File: src/rtl/pwm_ramp_ctrl.sv
// pwm_ramp_ctrl
//   Drives the cycle/duty inputs of one PWM generator channel. A new
//   configuration is taken over a valid/ready port, held in shadow registers
//   and applied only on the last clock of a PWM period. When a non-zero step
//   is given, duty slews toward the target by at most `step` every (hold+1)
//   periods (soft-start / soft-stop).
//
// Ports
//   clk, rst_n   clock, asynchronous active-low reset (shared with generator)
//   cfg_valid    new configuration offered
//   cfg_ready    configuration can be accepted (low while a load is pending)
//   cfg_cycle    requested period in clocks (values below 2 are raised to 2)
//   cfg_duty     requested duty (limited to cycle-1)
//   cfg_step     max duty change per step; 0 = jump straight to target
//   cfg_hold     extra periods between steps
//   pwm_cycle    cycle to the generator
//   pwm_duty     duty to the generator
//   period_end   high on the last clock of each PWM period
//   busy         a configuration is pending or ramping
//   done         one-clock pulse when the target duty has been applied
module pwm_ramp_ctrl #(
    parameter int CYCLE_WIDTH = 8,
    parameter int DUTY_WIDTH  = CYCLE_WIDTH,
    parameter int HOLD_WIDTH  = 4,
    parameter int DEF_CYCLE   = 100,
    parameter int DEF_DUTY    = 0
) (
    input  logic                   clk,
    input  logic                   rst_n,
    input  logic                   cfg_valid,
    output logic                   cfg_ready,
    input  logic [CYCLE_WIDTH-1:0] cfg_cycle,
    input  logic [DUTY_WIDTH-1:0]  cfg_duty,
    input  logic [DUTY_WIDTH-1:0]  cfg_step,
    input  logic [HOLD_WIDTH-1:0]  cfg_hold,
    output logic [CYCLE_WIDTH-1:0] pwm_cycle,
    output logic [DUTY_WIDTH-1:0]  pwm_duty,
    output logic                   period_end,
    output logic                   busy,
    output logic                   done
);

    localparam int CW = CYCLE_WIDTH;
    localparam int DW = DUTY_WIDTH;
    localparam int HW = HOLD_WIDTH;
    localparam int MW = ((CW > DW) ? CW : DW) + 1;

    typedef enum logic [1:0] {
        IDLE = 2'd0,
        PEND = 2'd1,
        RAMP = 2'd2
    } state_e;

    // Cycle below 2 would leave no room for a period boundary.
    function automatic logic [CW-1:0] clamp_cycle(input logic [CW-1:0] c);
        if (c < CW'(2)) return CW'(2);
        return c;
    endfunction

    // Duty is limited to cycle-1 so the generator always wraps its counter.
    function automatic logic [DW-1:0] clamp_duty(input logic [DW-1:0] d,
                                                 input logic [CW-1:0] c);
        logic [MW-1:0] lim;
        logic [MW-1:0] dx;
        lim = MW'(c) - MW'(1);
        dx  = MW'(d);
        if (dx > lim) return DW'(lim);
        return d;
    endfunction

    // One step from cur toward tgt, saturating at tgt in either direction.
    // Extra headroom bits keep the sum/difference from wrapping.
    function automatic logic [DW-1:0] step_toward(input logic [DW-1:0] cur,
                                                  input logic [DW-1:0] tgt,
                                                  input logic [DW-1:0] stp);
        logic signed [DW+1:0] c_s;
        logic signed [DW+1:0] t_s;
        logic signed [DW+1:0] s_s;
        logic signed [DW+1:0] n_s;
        c_s = $signed({2'b00, cur});
        t_s = $signed({2'b00, tgt});
        s_s = $signed({2'b00, stp});
        if (c_s < t_s) begin
            n_s = c_s + s_s;
            if (n_s > t_s) n_s = t_s;
        end else begin
            n_s = c_s - s_s;
            if (n_s < t_s) n_s = t_s;
        end
        return n_s[DW-1:0];
    endfunction

    state_e          state_q, state_d;
    logic [CW-1:0]   cnt_q, cnt_d;
    logic [CW-1:0]   pwm_cycle_q, pwm_cycle_d;
    logic [DW-1:0]   pwm_duty_q, pwm_duty_d;
    logic [HW-1:0]   hold_cnt_q, hold_cnt_d;
    logic            done_q, done_d;

    // Shadow copy of the accepted configuration (already clamped).
    logic [CW-1:0]   cyc_t_q, cyc_t_d;
    logic [DW-1:0]   duty_t_q, duty_t_d;
    logic [DW-1:0]   step_q, step_d;
    logic [HW-1:0]   hold_q, hold_d;

    logic            accept;
    logic            pe;
    logic            hold_hit;
    logic [DW-1:0]   load_duty;
    logic [DW-1:0]   ramp_duty;

    assign pe       = (cnt_q == pwm_cycle_q - CW'(1));
    assign accept   = cfg_valid && cfg_ready;
    assign hold_hit = (hold_cnt_q == hold_q);
    assign ramp_duty = step_toward(pwm_duty_q, duty_t_q, step_q);

    // First value applied when a pending config loads; the extra clamp keeps
    // a falling first step inside the new, possibly shorter, period.
    always_comb begin
        load_duty = duty_t_q;
        if (step_q != '0)
            load_duty = clamp_duty(ramp_duty, cyc_t_q);
    end

    // ---------------- state register ----------------
    always_ff @(posedge clk or negedge rst_n) begin
        if (!rst_n) state_q <= IDLE;
        else        state_q <= state_d;
    end

    // ---------------- next-state logic ----------------
    always_comb begin
        state_d = state_q;
        case (state_q)
            IDLE: if (accept) state_d = PEND;
            PEND: if (pe) state_d = (load_duty == duty_t_q) ? IDLE : RAMP;
            RAMP: begin
                if (accept)
                    state_d = PEND;
                else if (pe && hold_hit && (ramp_duty == duty_t_q))
                    state_d = IDLE;
            end
            default: state_d = IDLE;
        endcase
    end

    // ---------------- FSM outputs ----------------
    always_comb begin
        cfg_ready = 1'b1;
        busy      = 1'b0;
        case (state_q)
            IDLE: begin cfg_ready = 1'b1; busy = 1'b0; end
            PEND: begin cfg_ready = 1'b0; busy = 1'b1; end
            RAMP: begin cfg_ready = 1'b1; busy = 1'b1; end
            default: begin cfg_ready = 1'b1; busy = 1'b0; end
        endcase
    end

    // ---------------- datapath next values ----------------
    always_comb begin
        cnt_d       = pe ? '0 : cnt_q + CW'(1);
        pwm_cycle_d = pwm_cycle_q;
        pwm_duty_d  = pwm_duty_q;
        hold_cnt_d  = hold_cnt_q;
        done_d      = 1'b0;
        cyc_t_d     = cyc_t_q;
        duty_t_d    = duty_t_q;
        step_d      = step_q;
        hold_d      = hold_q;

        if (accept) begin
            cyc_t_d    = clamp_cycle(cfg_cycle);
            duty_t_d   = clamp_duty(cfg_duty, clamp_cycle(cfg_cycle));
            step_d     = cfg_step;
            hold_d     = cfg_hold;
            hold_cnt_d = '0;
        end

        case (state_q)
            PEND: begin
                if (pe) begin
                    pwm_cycle_d = cyc_t_q;
                    pwm_duty_d  = load_duty;
                    done_d      = (load_duty == duty_t_q);
                end
            end
            RAMP: begin
                // A same-edge accept abandons this period's step.
                if (!accept && pe) begin
                    if (hold_hit) begin
                        hold_cnt_d = '0;
                        pwm_duty_d = ramp_duty;
                        done_d     = (ramp_duty == duty_t_q);
                    end else begin
                        hold_cnt_d = hold_cnt_q + HW'(1);
                    end
                end
            end
            default: ;
        endcase
    end

    always_ff @(posedge clk or negedge rst_n) begin
        if (!rst_n) begin
            cnt_q       <= '0;
            pwm_cycle_q <= CW'(DEF_CYCLE);
            pwm_duty_q  <= DW'(DEF_DUTY);
            hold_cnt_q  <= '0;
            done_q      <= 1'b0;
        end else begin
            cnt_q       <= cnt_d;
            pwm_cycle_q <= pwm_cycle_d;
            pwm_duty_q  <= pwm_duty_d;
            hold_cnt_q  <= hold_cnt_d;
            done_q      <= done_d;
        end
    end

    // Shadow contents are only read after an accept has written them.
    always_ff @(posedge clk) begin
        cyc_t_q  <= cyc_t_d;
        duty_t_q <= duty_t_d;
        step_q   <= step_d;
        hold_q   <= hold_d;
    end

    assign pwm_cycle  = pwm_cycle_q;
    assign pwm_duty   = pwm_duty_q;
    assign period_end = pe;
    assign done       = done_q;

endmodule
File: config.mk
export PLATFORM = sky130hd
export DESIGN_NAME = pwm_ramp_ctrl
export DESIGN_NICKNAME = d
export VERILOG_FILES = /design/src/rtl/pwm_ramp_ctrl.sv
export SDC_FILE = /design/constraint.sdc
export NUM_CORES = 1
export LEC_CHECK = 0
export ABC_CLOCK_PERIOD_IN_PS = 10000
export CORE_MARGIN = 2
export CORE_UTILIZATION = 36
export CTS_CLUSTER_SIZE = 28
export DETAILED_ROUTE_END_ITERATION = 12
export PLACE_DENSITY = 0.54
export SETUP_SLACK_MARGIN = 0.4
export SLEW_MARGIN = 20
export SYNTH_ARGS = -nofsm -noshare
export SYNTH_HDL_FRONTEND = slang
export SYNTH_SLANG_ARGS = --single-unit
File: constraint.sdc
create_clock -name clk -period 10 [get_ports clk]
set_input_delay 1 -clock clk [delete_from_list [all_inputs] [get_ports clk]]
set_output_delay 1 -clock clk [all_outputs]
set_load 0.1 [all_outputs]
* Word level (Yosys, flattened, before mapping)
Cells that the tools add are included.
** Word-level totals
- Bits in registers :: 59
- Logic and storage cells :: 84
** Operators by class
- $add $sub $neg :: 7
- $lt $le $gt $ge :: 6
- Equal/unequal tests :: 11
- Muxes and demuxes :: 38
- Reduce and logical (&&, ||, !) cells :: 12
** Operator list (number)
- $mux W8 :: 15
- $eq A8 B8 Y1 :: 3
- $gt A8 B9 Y1 :: 2
- $sub A8 B1 Y9 const B :: 2
- $mux W4 :: 4
- $pmux W8 S2 :: 1
- $mux W1 :: 11
- $mux W2 :: 5
- $add A8 B8 Y9 :: 1
- $gt A9 B8 Y1 :: 1
- $lt A9 B9 Y1 :: 1
- $sub A8 B8 Y9 :: 1
- $add A8 B1 Y8 const B :: 1
- $lt A8 B2 Y1 const B :: 1
- $lt A8 B8 Y1 :: 1
- $ne A2 B2 Y1 const B :: 4
- $reduce_bool A8 Y1 :: 1
- $sub A8 B1 Y8 const B :: 1
- $pmux W2 S3 :: 1
- $add A4 B1 Y4 const B :: 1
- $eq A4 B4 Y1 :: 1
- $logic_and A1 B1 Y1 :: 4
- $reduce_and A4 Y1 :: 1
- $ne A3 B3 Y1 const B :: 1
- other kinds (9) :: 9

* Logic depth before layout (Yosys ltp)
- Word-level depth :: 13
- Mapped depth :: 31

* Worst setup path before layout
No wires, ideal clock.
- Path kind :: register -> register
- Start point :: register pwm_duty_q[0] (netlist: pwm_duty[0])
- End point :: register pwm_duty_q[0] (netlist: pwm_duty[0])
- Arrival time :: 6.071 ns
- Path slack :: 3.795 ns
- Stages on the path, launching flop included :: 28
- Buffers on the path :: 3
- Clock period less this slack :: 6.205 ns
- Cells stage by stage :: dfrtp_1 ha_1 fa_1 nor2b_2 o311ai_1 nand4b_1 o311a_1 ha_1 a211oi_1 o211ai_1 o211ai_1 and3_4 buf_6 mux2i_1 buf_2 a221o_1 ha_1 o21a_1 o21a_1 o22ai_1 a31o_2 a31oi_1 buf_2 mux2_2 a221oi_1 a21oi_1 nand2_1 o21ai_0
** Between the ends
- Longest elaborated chain between the ends :: 11
- Elaborated cells on any way between the ends :: 17
- Classes of those cells :: add/sub: 2; order compare: 4; mux: 11
** RTL lines
- start: declaration :: RTL line 96 : logic [DW-1:0] pwm_duty_q, pwm_duty_d;
- start signal: assignment :: RTL line 207 : pwm_duty_q <= DW'(DEF_DUTY);
- start signal: assignment :: RTL line 213 : pwm_duty_q <= pwm_duty_d;
- $sub A8 B8 Y9 / $add A8 B8 Y9 (equally long branches) :: RTL line 87, 84
- $lt A9 B9 Y1 / $gt A9 B8 Y1 (equally long branches) :: RTL line 88, 85
- $mux W8, on equally long branches :: RTL line 88, 85
- $mux W8 (*) :: RTL line 83 : if (c_s < t_s) begin
- $gt A8 B9 Y1 :: RTL line 67 : if (dx > lim) return DW'(lim);
- $mux W1 :: RTL line 67
- $mux W1 :: RTL line 121 : if (step_q != '0)
- $mux W8 :: RTL line 68 : return d;
- $mux W8 :: RTL line 121
- $mux W8 :: RTL line 181 : if (pe) begin
- $pmux W8 S2 (*) :: RTL line 179 : case (state_q)
Every way passes the cells marked *; elsewhere a longest branch is shown, timed or not. The select of a mux whose other input is x is not followed.
A chain may end at the register's enable or synchronous reset.

* Final worst setup path
- Start point :: register pwm_duty_q[0] (netlist: pwm_duty[0])
- End point :: register done_q (netlist: done)
** Between the ends
- Longest elaborated chain between the ends :: 12
- Elaborated cells on any way between the ends :: 19
- Classes of those cells :: add/sub: 2; order compare: 4; eq/ne: 2; mux: 11
** RTL lines
- $sub A8 B8 Y9 / $add A8 B8 Y9 (equally long branches) :: RTL line 87, 84
- $lt A9 B9 Y1 / $gt A9 B8 Y1 (equally long branches) :: RTL line 88, 85
- $mux W8, on equally long branches :: RTL line 88, 85
- $mux W8 (*) :: RTL line 83
- $gt A8 B9 Y1 :: RTL line 67
- $mux W1 :: RTL line 67
- $mux W1 :: RTL line 121
- $mux W8 :: RTL line 68
- $mux W8 :: RTL line 121
- $eq A8 B8 Y1 :: RTL line 184 : done_d = (load_duty == duty_t_q);
- $mux W1 :: RTL line 181
- $pmux W1 S2 (*) :: RTL line 179
- net done_d :: RTL line 98 : logic done_q, done_d;
- end signal: assignment :: RTL line 215 : done_q <= done_d;
- end: declaration :: RTL line 98
Mark *: on every way through the listed nets, which the timed path passes. The rest lies on a longest branch. The select of a mux whose other input is x is not followed.

==> flow_summary.ini <==
[route]
wl_per_cell_um = 17.8
initialDrtViolationCount = 397
routed_via_density = 5.65
wirelength_um = 14300
vias = 4546
drtPass1Iterations = 5
drtAntennaViolNets = 0
drc = 0

[placement]
dpl-instance-area_um2 = 5910
dp.cells = 789
gp_congestion = 0.905
place_ws_ns = 3.06
io_buffer_count = 50
hpwl_um = 11300

[global_routing]
grt_pass1_vias = 4619
grt_use_total_pct = 18.5
antenna_found_initial = 0
overflow = 0
grt_pass1_wl_um = 23500
grt_max_degree = 33

[min_path]
hp-class = reg2reg
min-delay-start = pwm_cycle[1]
hold_end = pwm_cycle[1]
min_path_cells = 2

[sta]
slew_headroom_pct = 30.8
worst_pin_slew_ns = 1.04
fin_crit_sh_pct = 68.0
setup-tns-final_ns = 0
clock_skew_ns = 0.00683
finalHoldViolations = 0
post-route-min-period_ns = 6.80
fmaxAchievable_mhz = 147
drv_slew = 0
timing.final.ws_setup_ns = 3.20
grt_setup_unrepaired = no
setup_violations = 0

[clock_network]
clk_pin_slew_ns = 0.05
cts_resized = 0
clk_path_buf_depth = 2
tritoncts = yes
cts.sinks = 59
clock-root-buffer = clkbuf_16
cts-hold-fix-buffers = 0
cts_setup_buffers = 0
clkLatencyLatePin_ns = 0.33
cts_buffers = 9
htree_levels = 3

[yosys]
ys_ff_latch = 59
ys_seq_area_share_pct = 30.7
mappedNetlistArea_um2 = 5280
synth.distinct_cells = 72
syn_avg_cell_area_um2 = 9.16
synth_ff_type = edfxtp_1
syn_nets = 672
netlist_instances = 576
synth_edf_count = 28
yosys_warnings = 0
synthArstFlopShare_pct = 52.5

[pwr]
vdd_drop_max_uv = 88.1
p_switching_mw = 0.515
power_switching_share_pct = 41.3
power.density_nw_per_um2 = 200
intPower_mw = 0.731
pwr-share-comb_pct = 48.6
leakagePower_nw = 2.69
seq_power_share_pct = 25.4
power_frac_clock_pct = 26.0

[worst_setup_path]
cp_max_fo = 15
crit_path_start_kind = register
crit_path_frequent_cell = ha_1
cp-end-kind = register
cp.arrival_ns = 7.07
path_class = reg2reg
r2r_start = pwm_duty[0]
crit_slowest_cell = mux2i_1
r2r-end = done
slowest_delay_ns = 0.61
reg2reg_slack_ns = 3.20
r2r_cells = 28
required_ns = 10.27

[cells_and_area]
antenna_cells = 0
syn2layout_area_growth_pct = 18.2
layout.nets = 712
drive_above_1_share_pct = 7.73
final_area_um2 = 6240
final_cells = 805

[floorplan]
core_um2 = 14400
start_util_pct = 36.6
io_pins = 51
num_rows = 44
fp.dieW_um = 125
die-area_um2 = 15600
die_h_um = 125

[job]
cap_violations = 0

[status]
status = complete, no violations
[worst max-delay path, delay by kind of cell (launching register included)]
kind	cells	cell delay (ns)
muxes	1	0.61
AOI/OAI and AO/OA	14	3.12
DFF	1	0.40
xor gates and xnor gates	1	0.15
and+or+nand+nor	6	1.11
adders and majority gates	4	1.20
buffers and inverters	2	0.14
[worst max-delay path by stage]
stage,slack (ns),cells past startpoint,start,endpoint
4_1_cts,3.01,28,pwm_duty[0],done
5_1_grt,2.67,28,pwm_duty[0],done
3_5_place_dp,3.06,28,pwm_duty[0],done
6_report,3.20,28,pwm_duty[0],done
3_3_place_gp,3.31,28,pwm_duty[0],done
2_1_floorplan,3.80,27,pwm_duty[0],pwm_duty[0]
[cells in the mapped netlist, drive strengths merged (5+ instances only)]
cell	instances	area (um2)
a211oi	8	70.1
ha	63	788
a221oi	6	52.6
clkbuf	12	45.0
xor2	18	158
and2	5	33.8
o22ai	7	43.8
mux2i	10	100
edfxtp	28	841
inv	51	191
dfrtp	28	701
nor3	9	45.0
nand2b	6	37.5
nand3	11	55.1
mux2	10	113
nor4	6	37.5
nand4	8	50.1
or3	5	31.3
or2	5	31.3
buf	12	76.3
a22oi	8	60.1
nor2	44	165
nand2	32	120
nor2b	13	83.8
o21a	9	67.6
o211ai	8	60.1
a21oi	28	140
xnor2	29	262
o21ai	30	150
[final cells by class]
class                           instances  area [um2]
Tap cell                              184         230
Timing Repair Buffer                   53         523
Sequential cell                        59        1620
Multi-Input combinational cell        442        3350
Fill cell                            1412        8190
Clock inverter                          6        70.1
Clock buffer                           10         250
Inverter                               51         191
[metal layers]
| metal | routed length (um) | global-route usage [%] | vias up |
|---|---|---|---|
| met5 | 0 | 0 | - |
| li1 | - | - | 2190 |
| met4 | 358 | 6.67 | 0 |
| met1 | 6330 | 24.4 | 2181 |
| met3 | 795 | 3.51 | 32 |
| met2 | 6830 | 30.2 | 143 |
[cell families (layout without fill, tap and decap cells)]
family	after synthesis	after routing	share of synthesized area, %
multiplexers	20	20	4.03
flip-flops	59	59	30.7
buffers and inverters	75	120	5.93
XOR/XNOR	47	47	7.94
adder cells (fa/ha/maj)	65	65	15.7
AO/OA/AOI/OAI	150	150	19.9
AND/OR/NAND/NOR	160	160	15.8
[flip-flops by register name, summed over array words and instances (netlist names), 2 cells and up]
| signal | flops |
|---|---|
| cyc_t_q | 8 |
| hold_cnt_q | 4 |
| pwm_cycle | 8 |
| step_q | 8 |
| hold_q | 4 |
| duty_t_q | 8 |
| state_q | 2 |
| cnt_q | 8 |
| pwm_duty | 8 |
[per-stage QoR]
| step | hold WS, ns | utilization, % | power [mW] |
|---|---|---|---|
| floorplan | 0.501 | - | 0.757 |
| global placement | 0.535 | 41.0 | 0.896 |
| detailed placement | 0.551 | 41.0 | 0.908 |
| CTS | 0.577 | 43.2 | 1.24 |
| global route | 0.591 | 43.2 | 1.33 |
| finish | 0.566 | 43.2 | 1.25 |
[power by group through the flow]
stage / sequential (mW) / clock (mW) / combinational [mW]
4_1_cts: 0.315 / 0.330 / 0.592
5_1_grt: 0.319 / 0.344 / 0.664
3_3_place_gp: 0.319 / 0 / 0.578
6_report: 0.316 / 0.324 / 0.606
3_5_place_dp: 0.320 / 0 / 0.588
2_1_floorplan: 0.307 / 0 / 0.451
[cell usage in the layout (no fill, tap or decap), drive strengths merged, types with 4 or more instances in the layout]
cell,netlist,routed
o22ai,7,7
o211ai,8,8
clkbuf,12,10
inv,51,52
nor3,9,9
a21oi,28,28
o21a,9,9
nor2,44,44
dfrtp,28,28
nand2b,6,6
clkdlybuf4s50,0,50
xor2,18,18
a22oi,8,8
a221oi,6,6
nand2,32,32
and3,4,4
nand4,8,8
or3,5,5
mux2i,10,10
nand3,11,11
o31ai,4,4
nor2b,13,13
or2,5,5
xnor2,29,29
nor4,6,6
o211a,4,4
ha,63,63
a211oi,8,8
clkinv,0,4
o21ai,30,30
edfxtp,28,28
mux2,10,10
and2,5,5
Power figures use the tool's default switching activity.
==> RTL edit 1 (same flow settings) <==
Register the inputs `cfg_valid`, `cfg_cycle`, `cfg_duty`, `cfg_step` and `cfg_hold` before use. The logic sees them one clock later. Comments in the files are not updated.
--- a/src/rtl/pwm_ramp_ctrl.sv
+++ b/src/rtl/pwm_ramp_ctrl.sv
@@ -51,6 +51,20 @@
         RAMP = 2'd2
     } state_e;
 
+    logic cfg_valid_q;
+    logic [CYCLE_WIDTH-1:0] cfg_cycle_q;
+    logic [DUTY_WIDTH-1:0] cfg_duty_q;
+    logic [DUTY_WIDTH-1:0] cfg_step_q;
+    logic [HOLD_WIDTH-1:0] cfg_hold_q;
+
+    always_ff @(posedge clk) begin
+        cfg_valid_q <= cfg_valid;
+        cfg_cycle_q <= cfg_cycle;
+        cfg_duty_q  <= cfg_duty;
+        cfg_step_q  <= cfg_step;
+        cfg_hold_q  <= cfg_hold;
+    end
+
     // Cycle below 2 would leave no room for a period boundary.
     function automatic logic [CW-1:0] clamp_cycle(input logic [CW-1:0] c);
         if (c < CW'(2)) return CW'(2);
@@ -110,7 +124,7 @@
     logic [DW-1:0]   ramp_duty;
 
     assign pe       = (cnt_q == pwm_cycle_q - CW'(1));
-    assign accept   = cfg_valid && cfg_ready;
+    assign accept   = cfg_valid_q && cfg_ready;
     assign hold_hit = (hold_cnt_q == hold_q);
     assign ramp_duty = step_toward(pwm_duty_q, duty_t_q, step_q);
 
@@ -169,10 +183,10 @@
         hold_d      = hold_q;
 
         if (accept) begin
-            cyc_t_d    = clamp_cycle(cfg_cycle);
-            duty_t_d   = clamp_duty(cfg_duty, clamp_cycle(cfg_cycle));
-            step_d     = cfg_step;
-            hold_d     = cfg_hold;
+            cyc_t_d    = clamp_cycle(cfg_cycle_q);
+            duty_t_d   = clamp_duty(cfg_duty_q, clamp_cycle(cfg_cycle_q));
+            step_d     = cfg_step_q;
+            hold_d     = cfg_hold_q;
             hold_cnt_d = '0;
         end
 
Formal check against the unedited RTL: not equivalent (a bounded check fails within 4 cycles, from zero or initial values and one cycle with rst_n low).
==> RTL edit 1 against the original RTL <==
- total power grew 3.7%
- utilization fell by 0.35 points
- wire length grew 5.8%
- sequential share of layout area grew 6.3 points
- fmax grew 0.49%
- cell area rose by 9.2%
- sequential cell count is 29 higher
- die area is 11% higher
- worst setup slack better by 0.033 ns
- area after synthesis rose by 11%
==> RTL edit 1: results (changes against the original RTL) <==
post-synthesis xor/xnor area fraction 0.0716 (was 0.0794); Net Sw Frac 0.390 (was 0.413); Vias per Instance 5.38 (was 5.65); Layout Nets 742 (was 712); largest cells by area after synthesis edfxtp_1, ha_1, dfrtp_1 (unchanged); Clk power 0.000309 W (was 0.000324 W); Comb power frac 0.420 (was 0.486); hold slack 0.402 ns (was 0.566 ns); async set-reset flop share out of synthesis 0.352 (was 0.525); GP Congestion 0.930 (was 0.905); mux share of post-synthesis cell area 0.0363 (was 0.0403); Top FF cell, synth dfxtp_1 (was edfxtp_1); reg-to-reg slack, setup 3.23 ns (was 3.20 ns); count of cell types in the netlist 71 (was 72); worst hold path cell count 0 (was 2); outcome complete, no violations (unchanged); Skew-Pair Late Insertion Delay 0.35 ns (was 0.33 ns); post-synthesis net count 701 (was 672); Initial DRC Count 317 (was 397); hold endpoint step_q[3]$_DFFE_PP_ (was pwm_cycle[1]$_DFFE_PN0P_); Worst path max stage delay 0.64 ns (was 0.61 ns); adder-cell share of the synthesized area 0.141 (was 0.157); # fillers 1,582 (was 1,412); routed wire length 15,100 µm (was 14,300 µm); WP data arrival 7.05 ns (was 7.07 ns); hold_sp cfg_step_q[3]$_DFF_P_ (was pwm_cycle[1]$_DFFE_PN0P_); Synth Area in Compound Gates 0.179 (was 0.199); clk_skew 0.00726 ns (was 0.00683 ns); layout cells sized above 1 0.0707 (was 0.0773); vias in the first global route 4,697 (was 4,619); Max transition margin 0.309 (was 0.308); peak supply drop 99.8 µV (was 88.1 µV); first-pass GRT wire length 24,200 µm (was 23,500 µm); LEAKAGE 2.91 nW (was 2.69 nW); drt first pass iters 4 (was 5)
==> RTL edit 1: cell types whose count changed in the layout (fill, tap and decap cells not counted), moves of 2 or more <==
cell,unedited run,this run
clkinvlp_4,0,2
clkbuf_1,0,2
dfxtp_1,0,29
clkinv_4,3,1
==> RTL edit 1: cell type report <==
type | count | area share
clock inverter | 5 | 0.00606
inverter | 51 | 0.0281
sequential | 88 | 0.323
clock buffer | 11 | 0.0342
tap | 216 | 0.0397
timing repair buffer | 54 | 0.0779
multi-input combinational | 442 | 0.491
==> RTL edit 1: cells by family after synthesis <==
kind of cell               Yosys count
and+or+nand+nor                    160
buffers and inverters               75
AOI/OAI and AO/OA                  150
adders and majority gates           65
xor gates and xnor gates            47
DFF                                 88
muxes                               20
==> RTL edit 1: stage by stage <==
stage / instances / setup slack, ns / cell area [µm²] / power (W)
2_1_floorplan: 605 / 3.82 / 5860 / 0.000838
3_5_place_dp: 851 / 3.08 / 6530 / 0.000977
3_3_place_gp: 851 / 3.30 / 6530 / 0.000970
5_1_grt: 867 / 2.81 / 6810 / 0.00137
6_report: 867 / 3.23 / 6810 / 0.00129
4_1_cts: 867 / 3.04 / 6810 / 0.00129
==> RTL edit 1: worst max-delay path: cells and delay by family, from the launching register on <==
kind | cells | cell delay, ns
buffers and inverters | 2 | 0.15
and+or+nand+nor | 6 | 1.11
DFF | 1 | 0.41
AOI/OAI and AO/OA | 14 | 3.03
xor gates and xnor gates | 1 | 0.15
adders and majority gates | 4 | 1.21
muxes | 1 | 0.64
==> RTL edit 1: routing by layer <==
metal	wire, µm	up-vias	part of all wire	GRT usage
met1	7010	2238	0.46	0.231
met4	401	0	0.026	0.0761
met2	7140	118	0.47	0.284
met5	0	-	0	0
met3	591	30	0.039	0.0340
li1	-	2278	-	-
==> RTL edit 2 (same settings) <==
Made on the original files. Set the parameter `HOLD_WIDTH` to 3 (it was 4).
--- a/src/rtl/pwm_ramp_ctrl.sv
+++ b/src/rtl/pwm_ramp_ctrl.sv
@@ -21,7 +21,7 @@
 module pwm_ramp_ctrl #(
     parameter int CYCLE_WIDTH = 8,
     parameter int DUTY_WIDTH  = CYCLE_WIDTH,
-    parameter int HOLD_WIDTH  = 4,
+    parameter int HOLD_WIDTH  = 3,
     parameter int DEF_CYCLE   = 100,
     parameter int DEF_DUTY    = 0
 ) (
Ports: changed (resized cfg_hold); port bits go from 51 to 50. The function was not compared with the original's and may differ.
==> RTL edit 2 against the original RTL <==
- sequential share of layout area down 0.69 points
- non-clock buffer count down 1
- utilization decreased by 0.17 points
- wire length fell by 0.26%
- sequential cell count shrank 2
- cell area is 0.76% lower
- first-iteration DRC count decreased by 28%
- area after synthesis down 0.97%
- total power down 8.0%
- worst setup slack gained 0.0018 ns
- largest cell class unchanged
==> RTL edit 2: results (changes against the original RTL) <==
wire length per cell 18.0 µm (was 17.8 µm); placed cell count 779 (was 789); Max transition margin 0.310 (was 0.308); met3 Use GR 0.0245 (was 0.0351); hold endpoint cnt_q[7]$_DFF_PN0_ (was pwm_cycle[1]$_DFFE_PN0P_); hold slack 0.564 ns (was 0.566 ns); hold_sp cnt_q[7]$_DFF_PN0_ (was pwm_cycle[1]$_DFFE_PN0P_); GP Congestion 0.924 (was 0.905); Clk power 0.000310 W (was 0.000324 W); port bufs 49 (was 50); WP data arrival 7.05 ns (was 7.07 ns); M1 WL 6410 µm (was 6330 µm); Comb power frac 0.461 (was 0.486); clk_skew 0.00477 ns (was 0.00683 ns); vias in the first global route 4,438 (was 4,619); LEAKAGE 2.57 nW (was 2.69 nW); Max FO, Critical Path 13 (was 15); Top FF cell, synth edfxtp_1 (unchanged); met1 usage 0.233 (was 0.244); post-synthesis net count 657 (was 672); Net Sw Frac 0.401 (was 0.413); met2 usage 0.317 (was 0.302); PwrDens 185 mW/mm² (was 200 mW/mm²); count of cell types in the netlist 81 (was 72); first-pass GRT wire length 23,000 µm (was 23,500 µm); peak supply drop 86.7 µV (was 88.1 µV); Initial DRC Count 284 (was 397); metal2 WL 6950 µm (was 6830 µm); dpl hpwl 11,400 µm (was 11,300 µm); synthesized area per cell 9.30 µm² (was 9.16 µm²); Reg2Reg Depth 23 (was 28); reg-to-reg slack, setup 3.20 ns (about the same); async set-reset flop share out of synthesis 0.526 (was 0.525); Setup Slack @ Placement 3.30 ns (was 3.06 ns); Met3 Routed Length 517 µm (was 795 µm); largest net degree at the start of global routing 31 (was 33); largest cells by area after synthesis edfxtp_1, ha_1, dfrtp_1 (unchanged); Layout Cells excl Fill 795 (was 805); Overall Global Routing Usage 0.185 (about the same); number of flops mapped to enable cells by yosys 27 (was 28); layout cells sized above 1 0.0851 (was 0.0773); outcome complete, no violations (unchanged); synth cell count leaders ha_1, inv_1, nor2_1 (unchanged); Layout Nets 701 (was 712); Worst path max stage delay 0.66 ns (was 0.61 ns); Via Count 4,475 (was 4,546)
-- RTL edit 2: cell types whose count changed after synthesis, moves of 4 or more --
cell      unedited run  this run
nor3_1               9        14
nor2_1              44        40
xor2_1              18        12
a221oi_1             6         2
a211oi_1             6         2
nand2_1             32        27
inv_1               51        46
a31oi_1              3         7
nor4_1               6        10
o22ai_1              7        13
o21ai_1              0         4
-- RTL edit 2: final cells by class --
class                   count  area (µm²)
flip-flops and latches     57        1570
well taps                 184         230
fillers                  1431        8180
inverters                  47         176
clock inverters             5        52.6
clock buffers              11         254
repair buffers             52         513
multi-input cells         439        3400
-- RTL edit 2: worst max-delay path by stage --
stage	cells after the start	from	slack, ns	to
3_5_place_dp	23	pwm_duty[0]$_DFFE_PN0P_	3.30	done$_DFF_PN0_
2_1_floorplan	23	pwm_duty[1]$_DFFE_PN0P_	3.49	done$_DFF_PN0_
5_1_grt	23	pwm_duty[0]$_DFFE_PN0P_	2.58	done$_DFF_PN0_
6_report	23	pwm_duty[0]$_DFFE_PN0P_	3.20	done$_DFF_PN0_
3_3_place_gp	23	pwm_duty[0]$_DFFE_PN0P_	3.43	done$_DFF_PN0_
4_1_cts	23	pwm_duty[0]$_DFFE_PN0P_	3.26	done$_DFF_PN0_
-- RTL edit 2: logic make-up (layout without fill, tap and decap cells) --
kind of cell / Yosys count / in the layout / synth area share
AO/OA/AOI/OAI: 160 / 160 / 0.230
AND/OR/NAND/NOR: 157 / 157 / 0.159
buffers and inverters: 66 / 115 / 0.0505
adder cells (fa/ha/maj): 65 / 65 / 0.159
flip-flops: 57 / 57 / 0.300
XOR/XNOR: 40 / 40 / 0.0685
multiplexers: 17 / 17 / 0.0345
